[src/rtl/div_issue_stage_if.sv]
// Request and stage-chain bus for the divider issue stage.
//   Request side : in_valid / in_ready / in_dividend / in_divisor
//   Chain side   : out_valid / out_ready, stage operands st_*, sideband out_*
// slave  = issue-stage view (accepts requests, drives the chain)
// master = environment view (request source and chain consumer)
interface div_issue_stage_if #(
    parameter int DIVISOR_BITS  = 8,
    parameter int DIVIDEND_BITS = 16
);
    localparam int ADD_BITS = DIVISOR_BITS + DIVIDEND_BITS - 1;
    localparam int SHIFT_W  = ADD_BITS + DIVISOR_BITS + 1;

    logic                     in_valid;
    logic                     in_ready;
    logic [DIVIDEND_BITS-1:0] in_dividend;
    logic [DIVISOR_BITS-1:0]  in_divisor;

    logic                     out_valid;
    logic                     out_ready;
    logic [ADD_BITS-1:0]      st_divisor;
    logic [ADD_BITS-1:0]      st_dividend;
    logic [SHIFT_W-1:0]       st_shiftby;
    logic [DIVIDEND_BITS-1:0] st_quotient_in;
    logic                     out_div_zero;
    logic                     out_q_neg;
    logic                     out_r_neg;

    modport slave (
        input  in_valid, in_dividend, in_divisor, out_ready,
        output in_ready, out_valid, st_divisor, st_dividend, st_shiftby,
               st_quotient_in, out_div_zero, out_q_neg, out_r_neg
    );

    modport master (
        output in_valid, in_dividend, in_divisor, out_ready,
        input  in_ready, out_valid, st_divisor, st_dividend, st_shiftby,
               st_quotient_in, out_div_zero, out_q_neg, out_r_neg
    );
endinterface

[src/rtl/div_issue_stage.sv]
// Issue stage of the restoring divider. Accepts divide requests, converts
// signed operands to magnitudes, flags divide-by-zero and presents
// zero-extended stage-width operands plus sign sideband to the first
// division stage. A head + skid register pair lets the chain stall
// without losing requests or throughput.
// Ports:
//   clk  - clock, rising edge
//   rst  - synchronous active-high reset
//   bus  - div_issue_stage_if.slave (request handshake in, stage chain out)
module div_issue_stage #(
    parameter int DIVISOR_BITS  = 8,
    parameter int DIVIDEND_BITS = 16,
    parameter int SIGNED        = 1
) (
    input  logic               clk,
    input  logic               rst,
    div_issue_stage_if.slave   bus
);
    localparam int ADD_BITS = DIVISOR_BITS + DIVIDEND_BITS - 1;
    localparam int SHIFT_W  = ADD_BITS + DIVISOR_BITS + 1;

    typedef struct packed {
        logic [ADD_BITS-1:0] dividend;
        logic [ADD_BITS-1:0] divisor;
        logic                div_zero;
        logic                q_neg;
        logic                r_neg;
    } entry_t;

    entry_t head, skid, new_e;
    logic   head_vld, skid_vld;
    logic   push, pop;

    logic                     dd_msb, dv_msb, dd_nz, dv_zero;
    logic [DIVIDEND_BITS-1:0] dd_mag;
    logic [DIVISOR_BITS-1:0]  dv_mag;

    // Sign bits only matter for two's-complement operands.
    assign dd_msb  = (SIGNED != 0) && bus.in_dividend[DIVIDEND_BITS-1];
    assign dv_msb  = (SIGNED != 0) && bus.in_divisor[DIVISOR_BITS-1];
    assign dd_nz   = |bus.in_dividend;
    assign dv_zero = ~|bus.in_divisor;

    // Negation in the operand width: the most-negative value maps onto its
    // exact unsigned magnitude (e.g. 0x8000 -> 0x8000).
    assign dd_mag = dd_msb ? (~bus.in_dividend + DIVIDEND_BITS'(1)) : bus.in_dividend;
    assign dv_mag = dv_msb ? (~bus.in_divisor  + DIVISOR_BITS'(1))  : bus.in_divisor;

    always_comb begin
        new_e          = '0;
        new_e.dividend = ADD_BITS'(dd_mag);
        new_e.divisor  = ADD_BITS'(dv_mag);
        new_e.div_zero = dv_zero;
        new_e.r_neg    = dd_msb && dd_nz;
        new_e.q_neg    = !dv_zero && (dd_msb ^ dv_msb) && dd_nz;
    end

    // in_ready depends only on skid state, so out_ready never reaches it
    // combinationally.
    assign bus.in_ready = !skid_vld;
    assign push         = bus.in_valid && !skid_vld;
    assign pop          = head_vld && bus.out_ready;

    always_ff @(posedge clk) begin
        if (rst) begin
            head_vld <= 1'b0;
            skid_vld <= 1'b0;
            head     <= '0;
            skid     <= '0;
        end else if (pop) begin
            if (skid_vld) begin
                // push cannot coincide here: in_ready is low while skid is full
                head     <= skid;
                skid_vld <= 1'b0;
            end else if (push) begin
                head     <= new_e;
            end else begin
                head_vld <= 1'b0;
            end
        end else if (push) begin
            if (!head_vld) begin
                head     <= new_e;
                head_vld <= 1'b1;
            end else begin
                skid     <= new_e;
                skid_vld <= 1'b1;
            end
        end
    end

    assign bus.out_valid      = head_vld;
    assign bus.st_dividend    = head.dividend;
    assign bus.st_divisor     = head.divisor;
    assign bus.out_div_zero   = head.div_zero;
    assign bus.out_q_neg      = head.q_neg;
    assign bus.out_r_neg      = head.r_neg;
    assign bus.st_shiftby     = SHIFT_W'(DIVIDEND_BITS - 1);
    assign bus.st_quotient_in = '0;
endmodule

[src/flat_wrapper.sv]
// flat-port wrapper written by rule: the top's interface ports become plain ports
module div_issue_stage_flat 
#(
    parameter int DIVISOR_BITS  = 8,
    parameter int DIVIDEND_BITS = 16,
    parameter int SIGNED        = 1
)
  (clk, rst, bus_in_valid, bus_in_dividend, bus_in_divisor, bus_out_ready, bus_in_ready, bus_out_valid, bus_st_divisor, bus_st_dividend, bus_st_shiftby, bus_st_quotient_in, bus_out_div_zero, bus_out_q_neg, bus_out_r_neg);
  div_issue_stage_if #(.DIVISOR_BITS(DIVISOR_BITS), .DIVIDEND_BITS(DIVIDEND_BITS)) bus_i ();
  input  logic clk;
  input  logic rst;
  input wire logic [$bits(bus_i.in_valid)-1:0] bus_in_valid;
  input wire logic [$bits(bus_i.in_dividend)-1:0] bus_in_dividend;
  input wire logic [$bits(bus_i.in_divisor)-1:0] bus_in_divisor;
  input wire logic [$bits(bus_i.out_ready)-1:0] bus_out_ready;
  output wire logic [$bits(bus_i.in_ready)-1:0] bus_in_ready;
  output wire logic [$bits(bus_i.out_valid)-1:0] bus_out_valid;
  output wire logic [$bits(bus_i.st_divisor)-1:0] bus_st_divisor;
  output wire logic [$bits(bus_i.st_dividend)-1:0] bus_st_dividend;
  output wire logic [$bits(bus_i.st_shiftby)-1:0] bus_st_shiftby;
  output wire logic [$bits(bus_i.st_quotient_in)-1:0] bus_st_quotient_in;
  output wire logic [$bits(bus_i.out_div_zero)-1:0] bus_out_div_zero;
  output wire logic [$bits(bus_i.out_q_neg)-1:0] bus_out_q_neg;
  output wire logic [$bits(bus_i.out_r_neg)-1:0] bus_out_r_neg;
  assign bus_i.in_valid = bus_in_valid;
  assign bus_i.in_dividend = bus_in_dividend;
  assign bus_i.in_divisor = bus_in_divisor;
  assign bus_i.out_ready = bus_out_ready;
  assign bus_in_ready = bus_i.in_ready;
  assign bus_out_valid = bus_i.out_valid;
  assign bus_st_divisor = bus_i.st_divisor;
  assign bus_st_dividend = bus_i.st_dividend;
  assign bus_st_shiftby = bus_i.st_shiftby;
  assign bus_st_quotient_in = bus_i.st_quotient_in;
  assign bus_out_div_zero = bus_i.out_div_zero;
  assign bus_out_q_neg = bus_i.out_q_neg;
  assign bus_out_r_neg = bus_i.out_r_neg;
  div_issue_stage #(.DIVISOR_BITS(DIVISOR_BITS), .DIVIDEND_BITS(DIVIDEND_BITS), .SIGNED(SIGNED)) u_core (.clk(clk), .rst(rst), .bus(bus_i));
endmodule
[config.mk]
export PLATFORM = sky130hd
export DESIGN_NAME = div_issue_stage_flat
export DESIGN_NICKNAME = d
export VERILOG_FILES = /design/src/rtl/div_issue_stage_if.sv /design/src/rtl/div_issue_stage.sv /design/src/flat_wrapper.sv
export SDC_FILE = /design/constraint.sdc
export NUM_CORES = 1
export LEC_CHECK = 0
export BUFFER_PORTS_ARGS = -buffer_cell sky130_fd_sc_hd__buf_2
export CAP_MARGIN = 20
export CORE_MARGIN = 4
export CORE_UTILIZATION = 40
export CTS_CLUSTER_SIZE = 30
export DETAILED_ROUTE_END_ITERATION = 10
export PLACE_DENSITY_LB_ADDON = 0.25
export SLEW_MARGIN = 20
export SYNTH_ARGS = -nofsm -noshare
export SYNTH_HDL_FRONTEND = slang
export SYNTH_SLANG_ARGS = --single-unit
[constraint.sdc]
create_clock -name clk -period 1.6 [get_ports clk]
set_input_delay 0.32 -clock clk [delete_from_list [all_inputs] [get_ports clk]]
set_output_delay 0.32 -clock clk [all_outputs]
set_load 0.01 [all_outputs]
# [Word-level counts from Yosys, hierarchy flattened]
# Cells that the tools add are included.
# Widths: inputs -> output; s select.
[classes] n_eq_ne=3 div=0 reduce_logical=16 mul=0 mux=11 bitwise=4 shifts=0 n_addsub=2 magnitude_cmp=0
[ops] operator="$mux 49" n=5
[ops] operator="$add 16x1->16 const B" n=1
[ops] operator="$mux 16" n=1
[ops] operator="$not 16->16" n=1
[ops] operator="$reduce_or 16->1" n=1
[ops] operator="$reduce_and 3->1" n=3
[ops] operator="$add 8x1->8 const B" n=1
[ops] operator="$mux 8" n=1
[ops] operator="$not 8->8" n=1
[ops] operator="$reduce_or 8->1" n=1
[ops] operator="$ne 2x2->1 const B" n=3
[ops] operator="$logic_and 1x1->1" n=5
[ops] operator="$mux 1" n=4
[ops] operator="$reduce_bool 2->1" n=2
[ops] operator="$logic_not 1->1" n=2
[ops] operator="$reduce_and 2->1" n=1
[ops] operator="$reduce_or 2->1" n=1
[ops] operator="$not 1->1" n=1
[ops] operator="$xor 1x1->1" n=1
[totals] output_inout_bits=99 latchBits=0 in_bits=28 word_cells=48 regBits=78 ram_bits=0 n_memories=0 rom_bits=0

# [Depth between registers and ports, before layout]
# Gate-level depths: netlist (run 1).
[logic_depth] ltp_word=6 ltp_mapped=7 mapped_depth_nobuf=6

# [Worst setup path before layout (run 1)]
# Ideal clock, no wire load.
[synth_path] path_kind="input-to-reg" start="input bus_in_dividend[0]" end="register u_core.skid[36] (netlist bit)" setup_ps=133 arrival_ps=1459 path_stages=6 slack_ps=8 path_buffers=0 required_time_ps=1467 cell_sequence="inv_1 ha_1 or4b_1 o31ai_4 xnor2_1 a211oi_2"
[synth_between] elab_chain_len=3
[synth_rtl] element="start: declaration" line_no="flat_wrapper.sv:13" rtl="input wire logic [$bits(bus_i.in_dividend)-1:0] bus_in_dividend;"
[synth_rtl] element="$not 16->16" line_no="div_issue_stage.sv:46" rtl="assign dd_mag = dd_msb ? (~bus.in_dividend + DIVIDEND_BITS'(1)) : bus.in_dividend;"
[synth_rtl] element="$add 16x1->16" line_no="div_issue_stage.sv:46"
[synth_rtl] element="$mux 16" line_no="div_issue_stage.sv:46"
[synth_rtl] element="end signal: assignment" line_no="div_issue_stage.sv:85" rtl="skid <= new_e;"
[synth_rtl] element="end: declaration" line_no="div_issue_stage.sv:30" rtl="entry_t head, skid, new_e;"
# No other way between the ends.
# A chain may end at the register's enable or synchronous reset.

# [Final worst setup path (run 1)]
[layout_path] start="register u_core.skid_vld" end="register u_core.head, in the netlist u_core.bus.out_div_zero"
[layout_between] elab_chain_len=4 elab_cells_between_ends=7 classes_between="2 x mux; 5 x reduce/logical"
[layout_rtl] element="start: declaration" line_no="div_issue_stage.sv:31" rtl="logic head_vld, skid_vld;"
[layout_rtl] element="start signal: assignment" line_no="div_issue_stage.sv:67" rtl="skid_vld <= 1'b0;"
[layout_rtl] element="start signal: assignment" line_no="div_issue_stage.sv:74" rtl="skid_vld <= 1'b0;"
[layout_rtl] element="start signal: assignment" line_no="div_issue_stage.sv:86" rtl="skid_vld <= 1'b1;"
[layout_rtl] element="$logic_not 1->1" line_no="div_issue_stage.sv:61" rtl="assign push = bus.in_valid && !skid_vld;"
[layout_rtl] element="$logic_and 1x1->1" line_no="div_issue_stage.sv:61"
[layout_rtl] element="$reduce_bool 2->1 (no line)"
[layout_rtl] element="$reduce_and 3->1 (no line)"
[layout_rtl] element="end signal: assignment" line_no="div_issue_stage.sv:73" rtl="head <= skid;"
[layout_rtl] element="end signal: assignment" line_no="div_issue_stage.sv:76" rtl="head <= new_e;"
[layout_rtl] element="end signal: assignment" line_no="div_issue_stage.sv:82" rtl="head <= new_e;"
[layout_rtl] element="end: declaration" line_no="div_issue_stage.sv:30"
# Several ways; a longest one is shown, not always the timed one.

==> results.cfg, run 1 <==
[outcome]
status = finished clean

[synthesis]
async_flop_share = 0
synth_area_leaders = dfxtp_1 33%, buf_4 16%, a211oi_1 4.2%
ys_seq_area_frac = 0.3315
syn_area_mm2 = 0.003382
ys_ff_latch = 56
synth_edf_count = 0
synth_cells = 422
synth_most_common_cell = buf_4
synth_cell_types = 51
synth_flop_cell = dfxtp_1
ys_warn_count = 0
yosysTopAreaCell = dfxtp_1
synth_area_per_cell_um2 = 8.014
synthTopCellsByCount = 70 x buf_4, 56 x dfxtp_1, 37 x nor2_1
yosysTopAreaCellShare = 0.3315

[global_routing]
grtUsageTotal = 0.1682
grt_first_pass_wirelength_um = 13660
antenna_found_initial = 0
grt_pass1_vias = 2763
grt_start_max_net_pins = 32
grt_overflow = 0

[sta]
max_freq_ghz = 0.6673
setup_ws_ns = 0.1014
clock_skew_ns = 0.01002
rsz0062_at_grt = no
slew_viol_final = 0
finalSetupTns_ns = 0
fin_crit_sh = 0.9366
min_period_ns = 1.499
hold_violations = 0
setup_viol = 0

[cells_and_area]
area_delta_synth_final_pct = 15.95
design_area_mm2 = 0.003921
n_antenna_cell = 0
drive_gt1_frac = 0.2420
final_cells = 605
final_nets = 529

[place]
dp_cells = 597
io_buffers = 56
place_area_mm2 = 0.003786
dpl.hpwl_um = 6300
gp_congestion = 0.8314
dp_slack_ns = -0.2119

[pwr]
total_power_mw = 3.223
power_density_mw_per_mm2 = 821.8
peakVddDrop_uv = 386.0
p_leak_nw = 1.735

[route]
dr_total_vias = 3009
initialDrtViolationCount = 119
ant_nets = 0
drc = 0
wl_per_cell_um = 14.15
first_pass_iters = 4
postRouteWirelength_um = 8560
viasPerCell = 4.974

[floorplan]
ios = 127
die_area_mm2 = 0.009990
coreArea_mm2 = 0.008217
num_rows = 33
die_h_um = 99.95
die_x_um = 99.95
start_util = 0.4116

[clocking]
clock_path_buffers = 2
cts_made_buffers = 5
ctsHoldBuffers = 0
htree_num_levels = 2
cts_root_buffer = clkbuf_8
clock-sinks = 56
clock_latency_ns = 0.31
cts_tree = built
clkTransAtPathRegs_ns = 0.10

[setup_path]
slowest_stage = dfxtp_1
crit_path_end_kind = register
cp.arrival_ns = 1.71
cpMostUsedCell = buf_4
crit_chain = buf_4, and3_1, buf_4, nor4_1, a211oi_1, nor2_1
path_max_fanout = 12
path_class = register to register
max_stage_delay_ns = 0.49
critPathLaunchType = register
worstPathRequired_ns = 1.81

[flow_run]
drv_cap = 0

[min_path]
hp-class = primary input to register
-- through the flow --
stage,util,hold slack [ns]
final,0.4772,0.2965
after global routing,0.4772,0.3000
after CTS,0.4748,0.2950
after detailed placement,0.4608,0.4440
after global placement,0.4608,0.4380
after floorplan,-,0.4288
-- registers in the layout, summed over array words and instances (netlist names) --
register	count
u_core.bus.out_valid	1
u_core.bus.st_divisor	8
u_core.skid	27
u_core.bus.out_q_neg	1
u_core.bus.st_dividend	16
u_core.skid_vld	1
u_core.bus.out_div_zero	1
u_core.bus.out_r_neg	1
-- worst max-delay path, delay by kind of cell (launching register included) --
family	cells	cell delay, ns
flops	1	0.49
buf+inv	2	0.38
compound gates	1	0.22
simple gates	3	0.31
-- layout by cell type, fill, tap and decap left out, types with 8 or more instances in the layout --
cell type | netlist | routed
a211oi_1 | 19 | 19
o21ai_0 | 18 | 18
inv_1 | 10 | 10
xnor2_1 | 10 | 10
dfxtp_1 | 56 | 55
nand2_1 | 30 | 30
buf_4 | 70 | 39
a21oi_1 | 16 | 16
and3_1 | 10 | 10
o31ai_1 | 9 | 9
conb_1 | 2 | 70
buf_2 | 7 | 56
nor3_1 | 14 | 14
nand3_1 | 9 | 8
nor2_1 | 37 | 37
a31oi_1 | 13 | 13
-- cell type report --
type	instances	area, µm²
tap	105	131.4
inverter	10	37.54
sequential	56	1122
fill	810	4295
clock buffer	6	72.57
timing repair buffer	99	644.4
multi-input combinational	327	1874
clock inverter	2	38.79
-- power by group --
group	internal (mW)	leakage, nW	switching [mW]	total [mW]
Clock	0.474	0.0558	0.471	0.945
Sequential	1.49	0.458	0.0502	1.54
Combinational	0.289	1.22	0.451	0.740
-- cells by family after synthesis --
group                    Yosys count  synth area share
flip-flops                        56            0.3315
adder cells (fa/ha/maj)            2          0.007398
AO/OA/AOI/OAI                    103            0.2098
AND/OR/NAND/NOR                  134            0.2024
XOR/XNOR                          15           0.03884
buffers and inverters            107            0.1990
other                              2          0.002221
multiplexers                       3          0.008879
-- timing repair --
| item | in CTS | in global routing |
|---|---|---|
| endpoints found under the hold margin | 0 | 0 |
| gates resized for setup | 1 | 7 |
| endpoints found under the setup margin | 1 | 16 |
| buffers inserted | 0 | 0 |
| cloned | 0 | 0 |
-- routing by layer --
metal,GRT usage,wire length (µm),part of all wire
met5,0,0,0
met2,0.2771,3940,0.46
met4,0.04517,144,0.017
met1,0.2265,3926,0.46
met3,0.03058,548,0.064
-- final timing paths --
path	endpoint	slack, ns	start	cells after the start
max reg2reg	u_core.bus.out_div_zero$_SDFFE_PP0P_	0.10	u_core.skid_vld$_SDFFE_PP0P_	6
min	u_core.bus.out_valid$_SDFFE_PP0P_	0.30	bus_in_valid	3
max	u_core.bus.out_div_zero$_SDFFE_PP0P_	0.10	u_core.skid_vld$_SDFFE_PP0P_	6
min reg2reg	u_core.bus.st_divisor[1]$_SDFFE_PP0P_	0.46	u_core.bus.st_divisor[1]$_SDFFE_PP0P_	2
Note: power is estimated with default switching activity, not from simulation.
==> run 2: changes to the inputs <==
clock period = 1.9 ns   (was 1.6 ns; I/O delays follow)
==> run 2 against run 1 <==
Against the previous run:
- hold slack worse by 0.013 ns
- register-to-register slack better by 0.28 ns
- first-iteration DRC count is 8.4% lower
==> results.cfg, run 2 (synthesis results as in run 1) <==
[outcome]
status = finished clean

[sta]
hold_slack_ns = 0.2835
relSlewSlack = 0.6427
rsz0062_at_grt = no
setup_viol = 0
tightest_slew_ns = 0.5310
max_freq_ghz = 0.6447
clock_skew_ns = 0.003035
fin_crit_sh = 0.8164
hold_violations = 0
min_period_ns = 1.551
finalSetupTns_ns = 0
slew_viol_final = 0

[pwr]
switching_share = 0.2962
p_leak_nw = 1.629
combPwrFrac = 0.216
power_density_mw_per_mm2 = 718.3
pwr-share-seq = 0.480
p_switching_mw = 0.7978
peakVddDrop_uv = 400.8
intPower_mw = 1.896
clkPwrFrac = 0.304

[floorplan]
num_rows = 33
start_util = 0.4116
ios = 127
coreArea_mm2 = 0.008217
die_area_mm2 = 0.009990
die_h_um = 99.95
die_x_um = 99.95

[cells_and_area]
regMostFlops = u_core.skid
final_cells = 584
n_fill_cell = 841
largest_register_ffs = 27
final_nets = 508
n_antenna_cell = 0
drive_gt1_frac = 0.1983
final_common_cell = conb_1
mostFrequentLayoutCells = 70 x conb_1, 56 x buf_2, 56 x dfxtp_1
seq_area_mm2 = 0.001121
area_delta_synth_final_pct = 10.88
design_area_mm2 = 0.003750
multi_input_area_mm2 = 0.001856

[setup_path]
crit_path_end_kind = register
reg2regPathDepth = 4
path_class = primary input to register
worstPathRequired_ns = 2.12
rr_endpoint = u_core.skid[7]$_SDFFE_PP0P_
cp_num_buf_inv = 2
path_max_fanout = 4
regToRegSetupSlack_ns = 0.38
crit_family = simple AND/OR/NAND/NOR gates
slowest_stage = or3b_2
max_stage_delay_ns = 0.46
critPathLaunchType = primary input
cp.arrival_ns = 1.78
crit_chain = buf_2, inv_1, ha_1, or3b_2, a21boi_0, nor3_1, o31ai_1
worstReg2RegStart = u_core.bus.out_valid$_SDFFE_PP0P_

[global_routing]
grt_first_pass_wirelength_um = 13050
grt_overflow = 0
grt_start_max_net_pins = 34
grtUsageTotal = 0.1597
grt_pass1_vias = 2547
antenna_found_initial = 0

[clocking]
cts_made_buffers = 5
clkTransAtPathRegs_ns = 0.10
cts_tree = built
clock_latency_ns = 0.30
ctsHoldBuffers = 0
clock_path_buffers = 2
cts_root_buffer = clkbuf_8
clock-sinks = 56
postCtsSetupBuffers = 0
htree_num_levels = 2
cts_resized = 0

[route]
initialDrtViolationCount = 109
postRouteWirelength_um = 8261
ant_nets = 0
route.met3.wl_um = 511
routed-wl-met2_um = 3892
first_pass_iters = 4
wl_per_cell_um = 14.15
dr_total_vias = 2957
drc = 0
top_layer_used = met4
met1Wirelength_um = 3740
viasPerCell = 5.063

[place]
gp_congestion = 0.8526
place_area_mm2 = 0.003628
dp_cells = 576
dpl.hpwl_um = 6074
io_buffers = 56

[min_path]
hp-class = primary input to register
hp-start = rst
worstHoldPathCells = 2
min_to = u_core.bus.st_dividend[1]$_SDFFE_PP0P_

[flow_run]
drv_cap = 0
==> run 2: layout make-up <==
type	count	share of cell area
Inverter	10	0.01001
Multi-Input combinational cell	327	0.4948
Clock buffer	6	0.02202
Clock inverter	2	0.01034
Tap cell	105	0.03504
Timing Repair Buffer	78	0.1288
Sequential cell	56	0.2990
==> run 2: worst max-delay path by stage <==
stage | startpoint | end | slack [ns] | cells after the start
6_report | bus_in_dividend[1] | u_core.bus.st_dividend[4]$_SDFFE_PP0P_ | 0.35 | 7
5_1_grt | u_core.bus.out_valid$_SDFFE_PP0P_ | u_core.bus.st_dividend[13]$_SDFFE_PP0P_ | 0.18 | 4
4_1_cts | bus_in_dividend[1] | u_core.bus.st_dividend[10]$_SDFFE_PP0P_ | 0.34 | 7
3_5_place_dp | bus_in_dividend[1] | u_core.bus.st_dividend[10]$_SDFFE_PP0P_ | 0.01 | 7
3_3_place_gp | bus_in_dividend[1] | u_core.bus.st_dividend[10]$_SDFFE_PP0P_ | 0.06 | 7
2_1_floorplan | bus_in_dividend[0] | u_core.skid[36]$_SDFFE_PP0P_ | 0.25 | 6
==> run 2: metal layers <==
| layer | track usage | up-vias |
|---|---|---|
| met3 | 0.02293 | 8 |
| met1 | 0.2264 | 1382 |
| met2 | 0.2530 | 94 |
| met5 | 0 | - |
| li1 | - | 1473 |
| met4 | 0.04517 | 0 |
==> run 2: stage by stage <==
| stage | power [mW] | util | worst slack [ns] |
|---|---|---|---|
| floorplan | 1.780 | - | 0.2483 |
| global placement | 1.895 | 0.4416 | 0.05779 |
| detailed placement | 1.902 | 0.4416 | 0.009502 |
| CTS | 2.722 | 0.4564 | 0.3432 |
| global route | 2.846 | 0.4564 | 0.1753 |
| finish | 2.693 | 0.4564 | 0.3489 |
==> run 2: worst register-to-register path: stages, from the launching register on <==
cell	delay, ns
dfxtp_1	0.44
nand2_1	0.15
or3_1	0.52
nor3_1	0.24
nor3_1	0.06
==> run 2: power by group through the flow <==
stage / logic (mW) / registers (mW) / clock network (mW)
2_1_floorplan: 0.439 / 1.34 / 0
4_1_cts: 0.582 / 1.30 / 0.845
5_1_grt: 0.650 / 1.31 / 0.890
3_5_place_dp: 0.581 / 1.32 / 0
6_report: 0.581 / 1.29 / 0.819
3_3_place_gp: 0.574 / 1.32 / 0
==> run 3: changes to the inputs <==
clock period = 1.31 ns   (was 1.9 ns; I/O delays follow)
==> run 3 against run 2 <==
Against the previous run:
- the flow now finishes with violations (negative setup slack)
- non-clock buffer count grew 61
- final area grew 33%
- combinational power grew 120%
- clock power grew 27%
- total power grew 57%
- setup slack lost 0.45 ns
==> results.cfg, run 3 (synthesis results as in run 1) <==
[outcome]
status = finished, violations left
violations = negative setup slack

[route]
wl_per_cell_um = 16.00
first_pass_iters = 4
ant_nets = 0
viasPerCell = 5.149
dr_total_vias = 3321
initialDrtViolationCount = 146
postRouteWirelength_um = 10320
drc = 0

[cells_and_area]
regMostFlops = u_core.skid
seq_area_mm2 = 0.001129
final_nets = 569
design_area_mm2 = 0.004975
drive_gt1_frac = 0.4537
n_fill_cell = 709
largest_register_ffs = 27
finish.utilization = 0.6055
final_common_cell = conb_1
multi_input_area_mm2 = 0.002337
area_delta_synth_final_pct = 47.10
mostFrequentLayoutCells = 70 x conb_1, 55 x buf_4, 54 x dfxtp_1
n_antenna_cell = 0

[clocking]
clock_latency_ns = 0.31
clock_path_buffers = 2
cts_root_buffer = clkbuf_8
clkTransAtPathRegs_ns = 0.10
cts_made_buffers = 5
cts_tree = built
clock-sinks = 56
ctsHoldBuffers = 0
htree_num_levels = 2

[setup_path]
crit_chain = buf_6, nand3_4, buf_12, buf_4, nand2_1, o211ai_1, a21oi_1
max_stage_delay_ns = 0.41
worstPathRequired_ns = 1.55
slowest_stage = dfxtp_4
path_class = register to register
crit_family = buffers and inverters
path_max_fanout = 7
cp.arrival_ns = 1.65
critPathLaunchType = register
cp_num_buf_inv = 3
crit_path_end_kind = register

[global_routing]
grt_pass1_vias = 3151
grt_first_pass_wirelength_um = 15730
grt_overflow = 0
grt_start_max_net_pins = 45
grtUsageTotal = 0.1944
antenna_found_initial = 0

[sta]
rsz0062_at_grt = yes
min_period_ns = 1.412
setup_ws_ns = -0.1018
clock_skew_ns = 0.004214
setup_viol = 50
max_freq_ghz = 0.7083
hold_violations = 0
fin_crit_sh = 1.078
slew_viol_final = 0

[floorplan]
start_util = 0.4116
num_rows = 33
die_x_um = 99.95
die_area_mm2 = 0.009990
die_h_um = 99.95
ios = 127
coreArea_mm2 = 0.008217

[place]
dpl.hpwl_um = 6553
gp_congestion = 0.8158
place_area_mm2 = 0.004116
io_buffers = 56

[min_path]
hp-class = primary input to register

[pwr]
peakVddDrop_uv = 493.2
combPwrFrac = 0.307
intPower_mw = 2.845
switching_share = 0.3271
p_leak_nw = 2.158
pwr-share-seq = 0.448
power_density_mw_per_mm2 = 850.0
clkPwrFrac = 0.245
p_switching_mw = 1.383

[flow_run]
drv_cap = 0
run 3: area by class of cell:
class,instances,area share
clock inverter,2,0.003773
timing repair buffer,139,0.2420
sequential,56,0.2269
clock buffer,6,0.01660
inverter,10,0.01459
multi-input combinational,327,0.4698
tap,105,0.02641
run 3: final timing paths:
path | startpoint | endpoint | slack (ns) | depth (start not counted)
setup / recovery | u_core.skid_vld$_SDFFE_PP0P_ | u_core.bus.st_divisor[1]$_SDFFE_PP0P_ | -0.10 | 7
hold / removal | bus_in_dividend[14] | u_core.skid[41]$_SDFFE_PP0P_ | 0.31 | 4
setup reg to reg | u_core.skid_vld$_SDFFE_PP0P_ | u_core.bus.st_divisor[1]$_SDFFE_PP0P_ | -0.10 | 7
hold reg to reg | u_core.bus.st_dividend[3]$_SDFFE_PP0P_ | u_core.bus.st_dividend[3]$_SDFFE_PP0P_ | 0.46 | 2
run 3: power groups by stage:
| stage | sequential (mW) | clock [mW] | combinational, mW |
|---|---|---|---|
| after floorplan | 1.95 | 0 | 0.674 |
| after global placement | 1.92 | 0 | 0.997 |
| after detailed placement | 1.92 | 0 | 1.01 |
| after CTS | 1.88 | 1.06 | 1.19 |
| after global routing | 1.91 | 1.14 | 1.40 |
| final | 1.89 | 1.04 | 1.30 |
run 3: timing repair:
item                                   in CTS  in global routing
cloned                                      8                  1
setup endpoints to repair                  51                 55
setup buffers                               7                  4
pin swaps                                  38                 35
endpoints found under the hold margin       0                  0
gates resized for setup                    74                 75
run 3: through the flow:
step	hold slack, ns	cells	worst slack (ns)	power, mW	TNS [ns]
floorplan	0.3980	490	-0.1771	2.619	-0.6360
global placement	0.4378	620	-0.3914	2.914	-7.724
detailed placement	0.4471	620	-0.4318	2.933	-9.068
CTS	0.3029	643	-0.06677	4.133	-1.594
global route	0.3217	645	-0.1465	4.445	-4.536
finish	0.3085	645	-0.1018	4.229	-2.281
run 3: metal layers:
metal  track usage  share of wire  vias to the layer above
met1        0.2560           0.41                     1574
met2        0.3212           0.50                      141
met5             0              0                        -
li1              -              -                     1600
met4       0.06723          0.010                        0
met3       0.03336          0.078                        6
run 3: worst reg2reg max path: stages (launching register included):
cell and delay [ns]:
dfxtp_4 0.41, buf_6 0.12, nand3_4 0.12, buf_12 0.19, buf_4 0.14, nand2_1 0.07
o211ai_1 0.13, a21oi_1 0.17
